### src/rtl/mvu_pe_acc_ctrl_pkg.sv
// Shared types and helpers for the MVAU PE accumulation controller.
// Optional build macro: MVU_PE_ACC_SAT_EN (saturating accumulation, adds sat_flag).
package mvu_pe_pkg;

    typedef logic [1:0] op_sgn_t;

    localparam op_sgn_t OP_UU = 2'b00;
    localparam op_sgn_t OP_US = 2'b01;
    localparam op_sgn_t OP_SU = 2'b10;
    localparam op_sgn_t OP_SS = 2'b11;

    typedef enum logic {
        ACC  = 1'b0,
        HOLD = 1'b1
    } acc_state_e;

    // Smallest accumulator width that cannot overflow over a full fold.
    function automatic int acc_w(input int tdsti, input int simd, input int sf);
        return tdsti + $clog2(simd * sf);
    endfunction

endpackage

### src/rtl/mvu_pe_acc_ctrl_if.sv
// Product-in / result-out handshake bundle of the PE accumulation controller.
// Optional build macro: MVU_PE_ACC_SAT_EN adds the sat_flag signal.
interface mvu_pe_acc_ctrl_if #(
    parameter int SIMD  = 4,
    parameter int TDstI = 8,
    parameter int TO    = 16,
    parameter int SF    = 8
);
    import mvu_pe_pkg::*;

    logic                      in_v;
    logic                      in_rdy;
    logic [SIMD*TDstI-1:0]     in_prod;
    logic                      out_v;
    logic                      out_rdy;
    logic [TO-1:0]             out_acc;
    logic [$clog2(SF):0]       fold_cnt;
`ifdef MVU_PE_ACC_SAT_EN
    logic                      sat_flag;
`endif

    modport master (
        output in_v, in_prod, out_rdy,
        input  in_rdy, out_v, out_acc, fold_cnt
`ifdef MVU_PE_ACC_SAT_EN
        , input sat_flag
`endif
    );

    modport slave (
        input  in_v, in_prod, out_rdy,
        output in_rdy, out_v, out_acc, fold_cnt
`ifdef MVU_PE_ACC_SAT_EN
        , output sat_flag
`endif
    );

endinterface

### src/rtl/mvu_pe_acc_ctrl_simd_addtree.sv
// Combinational extend-and-sum of SIMD lane products to W bits (wraps modulo 2^W).
module mvu_pe_simd_addtree #(
    parameter int SIMD  = 4,
    parameter int TDstI = 8,
    parameter int W     = 16,
    parameter bit SGN   = 1'b0
) (
    input  logic [SIMD*TDstI-1:0] prod,
    output logic [W-1:0]          sum
);

    always_comb begin
        sum = '0;
        for (int i = 0; i < SIMD; i++) begin
            if (SGN)
                sum = sum + W'($signed(prod[i*TDstI +: TDstI]));
            else
                sum = sum + W'(prod[i*TDstI +: TDstI]);
        end
    end

endmodule

### src/rtl/mvu_pe_acc_ctrl.sv
// Accumulates SF beats of SIMD lane products into one dot product per fold.
// Optional build macro: MVU_PE_ACC_SAT_EN (saturating accumulate + sticky sat_flag).
module mvu_pe_acc_ctrl
    import mvu_pe_pkg::*;
#(
    parameter int      SIMD   = 4,
    parameter int      TDstI  = 8,
    parameter int      TO     = 16,
    parameter int      SF     = 8,
    parameter op_sgn_t OP_SGN = OP_UU
) (
    input  logic            aclk,
    input  logic            arst,
    mvu_pe_acc_ctrl_if.slave bus
);

    localparam bit IS_SGN = (OP_SGN != OP_UU);
    localparam int CNT_W  = $clog2(SF) + 1;
    localparam logic [CNT_W-1:0] LAST = CNT_W'(SF - 1);

`ifdef MVU_PE_ACC_SAT_EN
    // Lane sum is kept wide enough that only the accumulate step can clamp.
    localparam int SUM_W = TO + $clog2(SIMD) + 1;
    localparam logic signed [SUM_W:0] SAT_MAX = IS_SGN ?
        (SUM_W+1)'((64'sd1 <<< (TO-1)) - 64'sd1) : (SUM_W+1)'((64'sd1 <<< TO) - 64'sd1);
    localparam logic signed [SUM_W:0] SAT_MIN = IS_SGN ?
        (SUM_W+1)'(-(64'sd1 <<< (TO-1))) : '0;
`else
    localparam int SUM_W = TO;
`endif

    acc_state_e          state;
    logic [SUM_W-1:0]    lane_sum;
    logic [TO-1:0]       acc;
    logic [TO-1:0]       base;
    logic [TO-1:0]       next_acc;
    logic [TO-1:0]       out_acc;
    logic [CNT_W-1:0]    fold_cnt;
    logic                out_v;
    logic                in_rdy;
    logic                accept;

    mvu_pe_simd_addtree #(
        .SIMD  (SIMD),
        .TDstI (TDstI),
        .W     (SUM_W),
        .SGN   (IS_SGN)
    ) u_addtree (
        .prod (bus.in_prod),
        .sum  (lane_sum)
    );

    assign in_rdy = !arst && ((state == ACC) || bus.out_rdy);
    assign accept = bus.in_v && in_rdy;

`ifdef MVU_PE_ACC_SAT_EN
    logic signed [SUM_W:0] base_ext;
    logic signed [SUM_W:0] sum_ext;
    logic signed [SUM_W:0] wide;
    logic                  clamp;
    logic                  sat_run;
    logic                  sat_flag;

    // A beat taken in HOLD opens a new fold, so it accumulates onto zero.
    always_comb begin
        base     = (state == HOLD) ? '0 : acc;
        base_ext = IS_SGN ? (SUM_W+1)'($signed(base)) : (SUM_W+1)'(base);
        sum_ext  = IS_SGN ? (SUM_W+1)'($signed(lane_sum)) : (SUM_W+1)'(lane_sum);
        wide     = base_ext + sum_ext;
        clamp    = 1'b0;
        next_acc = wide[TO-1:0];
        if (wide > SAT_MAX) begin
            next_acc = SAT_MAX[TO-1:0];
            clamp    = 1'b1;
        end else if (wide < SAT_MIN) begin
            next_acc = SAT_MIN[TO-1:0];
            clamp    = 1'b1;
        end
    end

    assign bus.sat_flag = sat_flag;
`else
    always_comb begin
        base     = (state == HOLD) ? '0 : acc;
        next_acc = base + lane_sum;
    end
`endif

    always_ff @(posedge aclk or posedge arst) begin
        if (arst) begin
            state    <= ACC;
            acc      <= '0;
            fold_cnt <= '0;
            out_v    <= 1'b0;
            out_acc  <= '0;
`ifdef MVU_PE_ACC_SAT_EN
            sat_run  <= 1'b0;
            sat_flag <= 1'b0;
`endif
        end else begin
            case (state)
                ACC: begin
                    if (accept) begin
                        if (fold_cnt == LAST) begin
                            out_acc  <= next_acc;
                            acc      <= '0;
                            fold_cnt <= '0;
                            out_v    <= 1'b1;
                            state    <= HOLD;
`ifdef MVU_PE_ACC_SAT_EN
                            sat_flag <= sat_run | clamp;
                            sat_run  <= 1'b0;
`endif
                        end else begin
                            acc      <= next_acc;
                            fold_cnt <= fold_cnt + CNT_W'(1);
`ifdef MVU_PE_ACC_SAT_EN
                            sat_run  <= sat_run | clamp;
`endif
                        end
                    end
                end
                HOLD: begin
                    if (bus.out_rdy) begin
                        if (accept) begin
                            if (SF == 1) begin
                                out_acc  <= next_acc;
`ifdef MVU_PE_ACC_SAT_EN
                                sat_flag <= clamp;
`endif
                            end else begin
                                acc      <= next_acc;
                                fold_cnt <= CNT_W'(1);
                                out_v    <= 1'b0;
                                state    <= ACC;
`ifdef MVU_PE_ACC_SAT_EN
                                sat_run  <= clamp;
                                sat_flag <= 1'b0;
`endif
                            end
                        end else begin
                            out_v <= 1'b0;
                            state <= ACC;
`ifdef MVU_PE_ACC_SAT_EN
                            sat_flag <= 1'b0;
`endif
                        end
                    end
                end
                default: state <= ACC;
            endcase
        end
    end

    assign bus.in_rdy   = in_rdy;
    assign bus.out_v    = out_v;
    assign bus.out_acc  = out_acc;
    assign bus.fold_cnt = fold_cnt;

endmodule

### src/flat_wrapper.sv
// flat-port wrapper written by rule: the top's interface ports become plain ports
module mvu_pe_acc_ctrl_flat import mvu_pe_pkg::*;
#(
    parameter int      SIMD   = 4,
    parameter int      TDstI  = 8,
    parameter int      TO     = 16,
    parameter int      SF     = 8,
    parameter op_sgn_t OP_SGN = OP_UU
)
  (aclk, arst, bus_in_v, bus_in_prod, bus_out_rdy, bus_in_rdy, bus_out_v, bus_out_acc, bus_fold_cnt);
  mvu_pe_acc_ctrl_if #(.SIMD(SIMD), .TDstI(TDstI), .TO(TO), .SF(SF)) bus_i ();
  input  logic aclk;
  input  logic arst;
  input wire logic [$bits(bus_i.in_v)-1:0] bus_in_v;
  input wire logic [$bits(bus_i.in_prod)-1:0] bus_in_prod;
  input wire logic [$bits(bus_i.out_rdy)-1:0] bus_out_rdy;
  output wire logic [$bits(bus_i.in_rdy)-1:0] bus_in_rdy;
  output wire logic [$bits(bus_i.out_v)-1:0] bus_out_v;
  output wire logic [$bits(bus_i.out_acc)-1:0] bus_out_acc;
  output wire logic [$bits(bus_i.fold_cnt)-1:0] bus_fold_cnt;
  assign bus_i.in_v = bus_in_v;
  assign bus_i.in_prod = bus_in_prod;
  assign bus_i.out_rdy = bus_out_rdy;
  assign bus_in_rdy = bus_i.in_rdy;
  assign bus_out_v = bus_i.out_v;
  assign bus_out_acc = bus_i.out_acc;
  assign bus_fold_cnt = bus_i.fold_cnt;
  mvu_pe_acc_ctrl #(.SIMD(SIMD), .TDstI(TDstI), .TO(TO), .SF(SF), .OP_SGN(OP_SGN)) u_core (.aclk(aclk), .arst(arst), .bus(bus_i));
endmodule
### config.mk
export PLATFORM = sky130hd
export DESIGN_NAME = mvu_pe_acc_ctrl_flat
export DESIGN_NICKNAME = d
export VERILOG_FILES = /design/src/rtl/mvu_pe_acc_ctrl_pkg.sv /design/src/rtl/mvu_pe_acc_ctrl_if.sv /design/src/rtl/mvu_pe_acc_ctrl_simd_addtree.sv /design/src/rtl/mvu_pe_acc_ctrl.sv /design/src/flat_wrapper.sv
export SDC_FILE = /design/constraint.sdc
export NUM_CORES = 1
export LEC_CHECK = 0
export CORE_ASPECT_RATIO = 1.75
export CORE_MARGIN = 1.5
export CORE_UTILIZATION = 38
export CTS_BUF_LIST = sky130_fd_sc_hd__clkbuf_8
export CTS_CLUSTER_DIAMETER = 200
export CTS_CLUSTER_SIZE = 25
export DETAILED_ROUTE_END_ITERATION = 16
export GPL_TIMING_DRIVEN = 0
export PLACE_DENSITY = 0.65
export SLEW_MARGIN = 25
export SYNTH_ARGS = -nofsm -noshare
export SYNTH_HDL_FRONTEND = slang
export SYNTH_SLANG_ARGS = --single-unit
### constraint.sdc
create_clock -name aclk -period 2.73 [get_ports aclk]
set_input_delay 0.6825 -clock aclk [delete_from_list [all_inputs] [get_ports aclk]]
set_output_delay 0.6825 -clock aclk [all_outputs]
set_load 0.005 [all_outputs]
==> metrics.txt <==
Most used DFF post-synth=dfrtp_1; initial antenna violation count=0; nets@finish=approximately 470; count leader, synth=inv_1; Port Buffers=between 50 and 60; placed insts=452; Starting Density=39.4%; CP max stage cell=fa_1; Core Util, Final=between 50% and 60%; largest net degree at the start of global routing=24; Routed Antenna Nets=0; # setup viols final=28; Max Slew Vio Count=0; ys async rst share=between 90% and 100%; Unique masters post-synth=between 40 and 50; Fmax=around 260 MHz; final worst slack=-1.17 ns; # fillers=between 600 and 700; P_leak=1.95 nW; Mapped Nets=383; failing checks=setup timing; largest fanout on the critical path=5; Final Hold Vio Count=0; share of cells above drive strength 1=between 20% and 30%; DR DRC count=0; CP Class=in -> reg; Synth area leaders=dfrtp_1 (33%), fa_1 (16%), ha_1 (7.0%), inv_1 (7.0%), nand2_1 (6.7%); Synth top area share=33.4%; CTS tree=done; Final min period=~4 ns; Clock Sinks=38; clk slew on worst S/H paths=roughly 0.070 ns; EDFF count, synth=0; FF/Latch Area=about 950 um^2; Slew HR=between 50% and 60%; Total Die Area=slightly above 0.008 mm^2; Worst VDD drop=618 uV; slowest stage delay, CP=approximately 0.55 ns; First DRT Iteration DRCs=76; wire per inst=around 16 um; Core Region=approximately 0.0072 mm^2; Layout area overhead=45.5%; worst hold-check path type=reg -> reg; final worst path period share=143%; placer congestion estimate=0.859; clk_lat worst skew=0.30 ns; CP Data Arrival Time=4.07 ns; first-pass GRT wire length=approximately 12000 um; mean number of vias per cell=5.25; detailed placement HPWL=5350 um; status=complete, but fails checks; most frequent cells after synthesis=inv_1 (53), nand2_1 (51), dfrtp_1 (38), fa_1 (23), ha_1 (16); PD cells=1260 mW/mm^2; H-tree depth=2; Cell Area, Synth=0.00285 mm^2; Initial DRT Pass Iterations=4; unrepaired setup endpoints after global routing=yes; share of the yosys chip area belonging to registers=around 33%; Yosys reg bits=38; worst-path cell chain=buf_8 > inv_4 > fa_1 > inv_2 > fa_1 > inv_2 > fa_1 > inv_2 > ha_4 > nor2b_4 > o31ai_4 > a21oi_4 > a211oi_4 > buf_6 > mux2i_1 > o2bb2ai_1; Mean Syn Cell Area=around 9 um^2; Max Cap Viol=0; CP required=2.90 ns; vias in the first global route=2642; gr ovfl total=0; clock tree buffer depth=2; CTS Hold Bufs=0; Worst setup SP type=input pin; clock root buffer=clkbuf_8; area of the multi-input gates=between 0.0015 and 0.002 mm^2; # IOs=between 50 and 60; Syn. warnings=0; Synth Instances=approximately 300; Core Rows=just over 40; # diodes=0; Fin Clk Skew=between 0.009 and 0.01 ns; Chip Height=around 120 um; Detailed Route WL=between 7000 and 8000 um; Tightest Pin Transition=about 0.69 ns; via count=2514; fin cells=~480; Die W=around 68 um; area leader, netlist=dfrtp_1; CTS Buf Count=5; Critical Path Sink Type=flip-flop; total track usage=approximately a fifth
area by class of cell:
| cell class | instances | share of cell area, % |
|---|---|---|
| buffer | 10 | 1.15 |
| inverter | 54 | 5.25 |
| multi-input combinational | 206 | 48.0 |
| tap | 86 | 2.60 |
| clock buffer | 5 | 1.66 |
| clock inverter | 2 | 0.241 |
| sequential | 38 | 22.9 |
| timing repair buffer | 78 | 18.2 |
where the power goes:
part	leakage, nW	switching (mW)	internal (mW)	total [mW]
registers	0.470	0.146	0.771	0.917
clock network	0.0438	0.210	0.172	0.382
logic	1.44	1.90	2.03	3.92
total	1.95	2.25	2.97	5.22
cells by family after synthesis:
| family | share of synthesized area [%] |
|---|---|
| and+or+nand+nor | 16.0 |
| adders and majority gates | 23.2 |
| AOI/OAI and AO/OA | 13.5 |
| xor gates and xnor gates | 2.46 |
| DFF | 33.4 |
| buffers and inverters | 8.78 |
| muxes | 2.63 |
stage by stage:
step / setup WS [ns] / total power [mW] / hold slack, ns / setup TNS, ns / cell area [um^2]
after floorplan: -1.17 / 2.77 / 0.431 / -23.32 / 2940
after global placement: -1.93 / 3.41 / 0.444 / -52.76 / 3610
after detailed placement: -1.98 / 3.47 / 0.451 / -45.12 / 3640
after CTS: -1.24 / 4.74 / 0.468 / -25.13 / 3970
after global routing: -1.30 / 5.63 / 0.488 / -28.47 / 4150
final: -1.17 / 5.22 / 0.466 / -25.01 / 4150
state kept, by name (all words and copies together) (netlist names):
name,count
u_core.state,1
u_core.bus.out_acc,16
u_core.bus.fold_cnt,4
u_core.bus.out_v,1
u_core.acc,16
critical path, delay by kind of cell:
family                     cells  cell delay (ns)
buffers and inverters          6             0.42
AOI/OAI and AO/OA              4             0.82
and+or+nand+nor                1             0.13
muxes                          1             0.20
adders and majority gates      4             1.82
timing repair:
action                     in CTS  in global routing
setup endpoints to repair      31                 29
pin swaps                      48                 27
gates resized for setup        99                 29
cloned                          1                  0
setup buffers                  12                  8
worst paths after layout:
path                                                      end  slack [ns]  cells after the start                      start
max reg2reg                        u_core.acc[11]$_DFFE_PP0P_       -0.83                     13     u_core.state$_DFF_PP0_
max                                u_core.acc[11]$_DFFE_PP0P_       -1.17                     16            bus_in_prod[19]
min in group asynchronous        u_core.bus.out_v$_DFFE_PP0P_        0.61                      2                       arst
max in group asynchronous  u_core.bus.out_acc[13]$_DFFE_PP0P_        1.79                      3                       arst
min reg2reg                         u_core.acc[1]$_DFFE_PP0P_        0.47                      2  u_core.acc[1]$_DFFE_PP0P_
min                                 u_core.acc[1]$_DFFE_PP0P_        0.47                      2  u_core.acc[1]$_DFFE_PP0P_
layer usage:
metal / GRT usage [%] / part of all wire (%) / up-vias
li1: - / - / 1177
met1: 22.3 / 35 / 1251
met2: 36.2 / 57 / 70
met3: 2.87 / 5.5 / 16
met4: 9.63 / 2.7 / 0
met5: 0 / 0 / -
placed cells by master, fill, tap and decap left out, drive strengths merged, types with 5 or more instances in the layout:
cell           count
inv               53
nand2             51
dfrtp             38
clkdlybuf4s50     35
buf               34
fa                23
ha                16
o21ai             15
clkbuf            12
nor2              11
a21oi             11
dlygate4sd2       10
nand3             10
nor2b              7
o31ai              6
xnor2              5
(Power assumes the default switching activity.)
